### src/rtl/surface_pooling_scanner.sv
// Sweeps the time-surface memory once per start, sums decayed values over
// POOL x POOL regions, then streams the region sums over valid/ready.
module surface_pooling_scanner #(
  parameter int GRID_SIZE  = 16,
  parameter int ADDR_BITS  = 8,
  parameter int VALUE_BITS = 8,
  parameter int POOL       = 4,
  parameter int SUM_BITS   = 12,
  localparam int REG_SIDE  = GRID_SIZE / POOL,
  localparam int NREG      = REG_SIDE * REG_SIDE,
  localparam int IDX_BITS  = $clog2(NREG)
) (
  input  logic                  clk,
  input  logic                  rst,
  input  logic                  start,
  output logic                  busy,
  output logic                  rd_en,
  output logic [ADDR_BITS-1:0]  rd_addr,
  input  logic [VALUE_BITS-1:0] rd_value,
  output logic                  feat_valid,
  input  logic                  feat_ready,
  output logic [SUM_BITS-1:0]   feat_data,
  output logic [IDX_BITS-1:0]   feat_index,
  output logic                  feat_last,
  output logic                  done,
  output logic [1:0]            dbg_state
);

  // Handshake: a feature word transfers in any cycle where feat_valid and
  // feat_ready are both high; while feat_valid is high and feat_ready is low,
  // feat_data/feat_index/feat_last hold and feat_valid does not drop.

  typedef enum logic [1:0] {
    ST_IDLE   = 2'd0,
    ST_SCAN   = 2'd1,
    ST_DRAIN  = 2'd2,
    ST_OUTPUT = 2'd3
  } state_t;

  localparam logic [ADDR_BITS-1:0] POOL_A    = ADDR_BITS'(POOL);
  localparam logic [ADDR_BITS-1:0] GRID_A    = ADDR_BITS'(GRID_SIZE);
  localparam logic [ADDR_BITS-1:0] RSIDE_A   = ADDR_BITS'(REG_SIDE);
  localparam logic [ADDR_BITS-1:0] POOL_MAX  = ADDR_BITS'(POOL - 1);
  localparam logic [ADDR_BITS-1:0] RSIDE_MAX = ADDR_BITS'(REG_SIDE - 1);
  localparam logic [IDX_BITS-1:0]  IDX_LAST  = IDX_BITS'(NREG - 1);

  state_t state_q, state_d;
  logic   drain_q, drain_d;

  // Scan position of the address currently on rd_addr.
  logic [ADDR_BITS-1:0] cx_q, cx_d, cy_q, cy_d, rx_q, rx_d, ry_q, ry_d;
  logic [ADDR_BITS-1:0] cx_n, cy_n, rx_n, ry_n;

  logic                 busy_q, busy_d;
  logic                 rd_en_q, rd_en_d;
  logic [ADDR_BITS-1:0] rd_addr_q, rd_addr_d;
  logic                 feat_valid_q, feat_valid_d;
  logic [SUM_BITS-1:0]  feat_data_q, feat_data_d;
  logic [IDX_BITS-1:0]  feat_index_q, feat_index_d;
  logic                 feat_last_q, feat_last_d;
  logic                 done_q, done_d;

  // Return-path tags: stage 2 lines up with rd_value for the same sample.
  logic                t1_valid_q, t1_valid_d, t2_valid_q, t2_valid_d;
  logic                t1_last_q, t1_last_d, t2_last_q, t2_last_d;
  logic [IDX_BITS-1:0] t1_region_q, t1_region_d, t2_region_q, t2_region_d;

  logic [SUM_BITS-1:0] acc_q, acc_d;
  logic [SUM_BITS-1:0] value_ext;
  logic [SUM_BITS-1:0] sum_buf_q [NREG];
  logic                buf_we;
  logic [IDX_BITS-1:0] buf_waddr;
  logic [SUM_BITS-1:0] buf_wdata;

  logic scan_last;

  function automatic logic [ADDR_BITS-1:0] addr_of(
    input logic [ADDR_BITS-1:0] ry,
    input logic [ADDR_BITS-1:0] rx,
    input logic [ADDR_BITS-1:0] cy,
    input logic [ADDR_BITS-1:0] cx
  );
    return (ry * POOL_A + cy) * GRID_A + rx * POOL_A + cx;
  endfunction

  assign value_ext = {{(SUM_BITS-VALUE_BITS){1'b0}}, rd_value};
  assign scan_last = (cx_q == POOL_MAX) && (cy_q == POOL_MAX) &&
                     (rx_q == RSIDE_MAX) && (ry_q == RSIDE_MAX);

  // Region-major stepping: cx fastest, then cy, rx, ry.
  always_comb begin
    cx_n = cx_q + ADDR_BITS'(1);
    cy_n = cy_q;
    rx_n = rx_q;
    ry_n = ry_q;
    if (cx_q == POOL_MAX) begin
      cx_n = '0;
      cy_n = cy_q + ADDR_BITS'(1);
      if (cy_q == POOL_MAX) begin
        cy_n = '0;
        rx_n = rx_q + ADDR_BITS'(1);
        if (rx_q == RSIDE_MAX) begin
          rx_n = '0;
          ry_n = ry_q + ADDR_BITS'(1);
        end
      end
    end
  end

  always_comb begin
    t1_valid_d  = (state_q == ST_SCAN);
    t1_last_d   = (cx_q == POOL_MAX) && (cy_q == POOL_MAX);
    t1_region_d = IDX_BITS'(ry_q * RSIDE_A + rx_q);
    t2_valid_d  = t1_valid_q;
    t2_last_d   = t1_last_q;
    t2_region_d = t1_region_q;

    acc_d     = acc_q;
    buf_we    = 1'b0;
    buf_waddr = t2_region_q;
    buf_wdata = acc_q + value_ext;
    if (t2_valid_q) begin
      if (t2_last_q) begin
        buf_we = 1'b1;
        acc_d  = '0;
      end else begin
        acc_d = acc_q + value_ext;
      end
    end
  end

  always_comb begin
    state_d      = state_q;
    drain_d      = drain_q;
    cx_d         = cx_q;
    cy_d         = cy_q;
    rx_d         = rx_q;
    ry_d         = ry_q;
    rd_en_d      = rd_en_q;
    rd_addr_d    = rd_addr_q;
    feat_valid_d = feat_valid_q;
    feat_data_d  = feat_data_q;
    feat_index_d = feat_index_q;
    feat_last_d  = feat_last_q;
    done_d       = 1'b0;

    case (state_q)
      ST_IDLE: begin
        if (start) begin
          state_d   = ST_SCAN;
          cx_d      = '0;
          cy_d      = '0;
          rx_d      = '0;
          ry_d      = '0;
          rd_en_d   = 1'b1;
          rd_addr_d = '0;
        end
      end
      ST_SCAN: begin
        if (scan_last) begin
          state_d = ST_DRAIN;
          drain_d = 1'b0;
        end else begin
          cx_d      = cx_n;
          cy_d      = cy_n;
          rx_d      = rx_n;
          ry_d      = ry_n;
          rd_addr_d = addr_of(ry_n, rx_n, cy_n, cx_n);
        end
      end
      ST_DRAIN: begin
        // Two cycles with the last address held let the final samples land.
        if (drain_q) begin
          state_d      = ST_OUTPUT;
          rd_en_d      = 1'b0;
          rd_addr_d    = '0;
          feat_valid_d = 1'b1;
          feat_index_d = '0;
          feat_data_d  = sum_buf_q[0];
          feat_last_d  = (IDX_LAST == '0);
        end else begin
          drain_d = 1'b1;
        end
      end
      ST_OUTPUT: begin
        if (feat_valid_q && feat_ready) begin
          if (feat_index_q == IDX_LAST) begin
            state_d      = ST_IDLE;
            feat_valid_d = 1'b0;
            feat_data_d  = '0;
            feat_index_d = '0;
            feat_last_d  = 1'b0;
            done_d       = 1'b1;
          end else begin
            feat_index_d = feat_index_q + IDX_BITS'(1);
            feat_data_d  = sum_buf_q[feat_index_d];
            feat_last_d  = (feat_index_d == IDX_LAST);
          end
        end
      end
      default: state_d = ST_IDLE;
    endcase

    busy_d = (state_d != ST_IDLE);
  end

  always_ff @(posedge clk) begin
    if (rst) begin
      state_q      <= ST_IDLE;
      drain_q      <= 1'b0;
      cx_q         <= '0;
      cy_q         <= '0;
      rx_q         <= '0;
      ry_q         <= '0;
      busy_q       <= 1'b0;
      rd_en_q      <= 1'b0;
      rd_addr_q    <= '0;
      feat_valid_q <= 1'b0;
      feat_data_q  <= '0;
      feat_index_q <= '0;
      feat_last_q  <= 1'b0;
      done_q       <= 1'b0;
      t1_valid_q   <= 1'b0;
      t1_last_q    <= 1'b0;
      t1_region_q  <= '0;
      t2_valid_q   <= 1'b0;
      t2_last_q    <= 1'b0;
      t2_region_q  <= '0;
      acc_q        <= '0;
    end else begin
      state_q      <= state_d;
      drain_q      <= drain_d;
      cx_q         <= cx_d;
      cy_q         <= cy_d;
      rx_q         <= rx_d;
      ry_q         <= ry_d;
      busy_q       <= busy_d;
      rd_en_q      <= rd_en_d;
      rd_addr_q    <= rd_addr_d;
      feat_valid_q <= feat_valid_d;
      feat_data_q  <= feat_data_d;
      feat_index_q <= feat_index_d;
      feat_last_q  <= feat_last_d;
      done_q       <= done_d;
      t1_valid_q   <= t1_valid_d;
      t1_last_q    <= t1_last_d;
      t1_region_q  <= t1_region_d;
      t2_valid_q   <= t2_valid_d;
      t2_last_q    <= t2_last_d;
      t2_region_q  <= t2_region_d;
      acc_q        <= acc_d;
    end
  end

  // Sum buffer needs no reset: every entry is rewritten before it is shown.
  always_ff @(posedge clk) begin
    if (buf_we) begin
      sum_buf_q[buf_waddr] <= buf_wdata;
    end
  end

  assign busy       = busy_q;
  assign rd_en      = rd_en_q;
  assign rd_addr    = rd_addr_q;
  assign feat_valid = feat_valid_q;
  assign feat_data  = feat_data_q;
  assign feat_index = feat_index_q;
  assign feat_last  = feat_last_q;
  assign done       = done_q;
  assign dbg_state  = state_q;

endmodule

### config.mk
export PLATFORM = sky130hd
export DESIGN_NAME = surface_pooling_scanner
export DESIGN_NICKNAME = d
export VERILOG_FILES = /design/src/rtl/surface_pooling_scanner.sv
export SDC_FILE = /design/constraint.sdc
export NUM_CORES = 1
export LEC_CHECK = 0
export CAP_MARGIN = 30
export CORE_UTILIZATION = 45
export CTS_BUF_LIST = sky130_fd_sc_hd__clkbuf_16
export DETAILED_ROUTE_END_ITERATION = 8
export SLEW_MARGIN = 20
export SYNTH_ARGS = -nofsm -noshare
export SYNTH_HDL_FRONTEND = slang
export SYNTH_SLANG_ARGS = --single-unit
### constraint.sdc
create_clock -name clk -period 5.1 [get_ports clk]
set_input_delay 0.51 -clock clk [delete_from_list [all_inputs] [get_ports clk]]
set_output_delay 0.51 -clock clk [all_outputs]
set_load 0.005 [all_outputs]
==> flow_metrics.env <==
export IMPL_antenna_left=0
export IMPL_finalMaxSlewViolations=0
export IMPL_p_switching_mw=1.016
export IMPL_ios=43
export IMPL_tightest_slew_ns=0.8746
export IMPL_die_height_um=166.8
export IMPL_timing_setup_critical_path_class="reg2reg"
export IMPL_grt_antenna_before_repair=0
export IMPL_rsz0062_at_grt="false"
export IMPL_worstPathBufferInverterCount=2
export IMPL_slowest_stage="fa_1"
export IMPL_port_buffers=42
export IMPL_startpoint_type="register"
export IMPL_grt_pass1_vias=7588
export IMPL_wirelength_um=27280
export IMPL_areaGrowthSynthToFinish_pct=14.62
export IMPL_critPathTopFamily="adder cells"
export IMPL_synth_most_common_cell="edfxtp_1"
export IMPL_comb_power_share_pct=4.0
export IMPL_power_frac_seq_pct=53.2
export IMPL_vias=7651
export IMPL_die_area_um2=27820
export IMPL_via_per_inst=5.735
export IMPL_gr_total_overflow=0
export IMPL_ys_async_sr_fraction_pct=0
export IMPL_numCtsBuffers=30
export IMPL_cp_arrival_ns=4.71
export IMPL_synth_nets=956
export IMPL_ctsHoldBuffers=0
export IMPL_dp_hpwl_um=17610
export IMPL_clkSinkCount=280
export IMPL_layout_nets=1015
export IMPL_intPower_mw=3.629
export IMPL_yosysTopAreaCell="edfxtp_1"
export IMPL_core_um2=26350
export IMPL_crit_fanout=12
export IMPL_p_sw_share_pct=21.86
export IMPL_drt_iter0_drc=568
export IMPL_grt_pass1_wl_um=43370
export IMPL_fin_skew_ns=0.02359
export IMPL_worst_skew_pair_late_latency_ns=0.57
export IMPL_grt_max_degree=45
export IMPL_clk_pin_slew_ns=0.06
export IMPL_cp_required_ns=5.57
export IMPL_place_congestion=0.8527
export IMPL_ir_drop_mv=0.2140
export IMPL_cts_tree="yes"
export IMPL_filler_cell_count=2213
export IMPL_finalSetupViolations=0
export IMPL_start_util_pct=46.37
export IMPL_hold_viol_final=0
export IMPL_rows=59
export IMPL_yosys_warnings=0
export IMPL_p_per_area_nw_per_um2=331.6
export IMPL_min_period_over_period_pct=83.04
export IMPL_ctsLongestPathBuffers=3
export IMPL_root_buffer="clkbuf_16"
export IMPL_synth_area_leaders="edfxtp_1, dfxtp_1, mux4_2"
export IMPL_timing_fmax_ghz=0.2361
export IMPL_cap_violations=0
export IMPL_synthesis_instances=917
export IMPL_synth_edf_count=192
export IMPL_first_pass_iters=5
export IMPL_hold_class="reg2reg"
export IMPL_cts_setup_buffers=0
export IMPL_ys_types=65
export IMPL_slew_headroom_pct=41.63
export IMPL_drive_gt1_share_pct=15.12
export IMPL_crit_path_end_kind="register"
export IMPL_n_antenna_cell=0
export IMPL_drc=0
export IMPL_tns_ns=0
export IMPL_wire_per_inst_um=20.45
export IMPL_status="finished, final reports clean"
export IMPL_synth_seq_area_share_pct=61.60
export IMPL_fin_crit_ns=4.235
export IMPL_leakage_nw=4.832
export IMPL_synth_ff_type="edfxtp_1"
export IMPL_cts_resized=0
export IMPL_yosys_register_bits=280
export IMPL_syn_area_um2=12220
export IMPL_netlist_area_leader_share_pct=47.18
export IMPL_h_tree_depth=1
export IMPL_grt_use_total_pct=19.98
export IMPL_syn_avg_cell_area_um2=13.33
export IMPL_p_clk_share_pct=42.8
export IMPL_cpPeakStageDelay_ns=0.51
export IMPL_holdWs_ns=0.4370
export IMPL_dieWidth_um=166.8
export IMPL_path_cells="ha_1 > nor4b_4 > and4_4 > nand2_1 > o31ai_1 > fa_1 > inv_1 > fa_1 > inv_1 > a21o_1 > a21oi_1 > xnor3_1 > xnor3_1 > o31ai_1"
export IMPL_synthTopCellsByCount="edfxtp_1, dfxtp_1, nand2_1"
## cell families (layout without fill, tap and decap cells)
logic type,after synthesis,after routing,share of synthesized area [%]
muxes,50,50,9.020
adders and majority gates,27,27,3.072
DFF,280,280,61.60
xor gates and xnor gates,40,40,3.092
buffers and inverters,64,146,2.549
AOI/OAI and AO/OA,152,152,8.058
and+or+nand+nor,304,304,12.61
## power by group through the flow
stage	combinational [mW]	sequential (mW)	clock [mW]
global placement	0.183	2.52	0
finish	0.186	2.47	1.99
floorplan	0.114	2.52	0
detailed placement	0.187	2.52	0
CTS	0.188	2.47	2.02
global route	0.208	2.47	2.11
## layout by cell type (no fill, tap or decap), drive strengths merged, types with 3 or more instances in the layout
cell           count
nand4              7
o31ai              3
a32oi             13
clkdlybuf4s50     41
ha                22
nand3             53
nor4b              4
nand2             87
and2              10
xor2              14
inv               28
nor2              71
a21oi             54
buf               32
nand2b             4
clkinv            13
a22oi             14
a21o               4
fa                 5
a31o               3
edfxtp           192
and3              12
dfxtp             88
o21ai             32
nor3              25
a31oi              8
nor2b             12
a211oi             9
or3                6
nand3b             4
xnor2             24
clkbuf            30
mux4              48
## registers in the layout (all words and copies together) (netlist names), 2 cells and up
register / cells
sum_buf_q: 192
acc_q: 12
feat_data: 12
cx_q: 8
cy_q: 8
rd_addr: 8
rx_q: 8
ry_q: 8
buf_waddr: 4
feat_index: 4
t1_region_q: 4
dbg_state: 2
## area by class of cell
type	count	area (µm²)	share of cell area (%)
timing repair buffer	73	655.6	4.681
multi-input combinational	573	4429	31.62
tap	335	419.2	2.992
clock inverter	25	153.9	1.099
sequential	280	7531	53.76
inverter	18	67.56	0.4824
clock buffer	30	750.7	5.360
## final timing paths
check             from         end  slack (ns)  cells after the start
max            cx_q[0]  rd_addr[7]        0.86                     14
min          t1_last_q   t2_last_q        0.44                      1
max reg2reg    cx_q[0]  rd_addr[7]        0.86                     14
min reg2reg  t1_last_q   t2_last_q        0.44                      1
## through the flow
step | power [mW] | setup WS (ns) | instances | area, µm² | utilization, %
after floorplan | 2.631 | 1.308 | 917 | 12220 | -
after global placement | 2.704 | 1.031 | 1275 | 13070 | 49.58
after detailed placement | 2.707 | 0.9636 | 1278 | 13080 | 49.64
after CTS | 4.682 | 0.9279 | 1333 | 13990 | 53.07
after global routing | 4.793 | 0.4804 | 1334 | 14010 | 53.15
final | 4.645 | 0.8649 | 1334 | 14010 | 53.15
## layer usage
metal | wire, µm | global-route usage, % | share of wire (%) | up-vias
li1 | - | - | - | 3586
met1 | 13200 | 29.41 | 48 | 3838
met3 | 1198 | 2.424 | 4.4 | 36
met5 | 0 | 0 | 0 | -
met2 | 12470 | 31.93 | 46 | 191
met4 | 408 | 4.066 | 1.5 | 0
No activity file was read; power rests on OpenSTA's default activity.
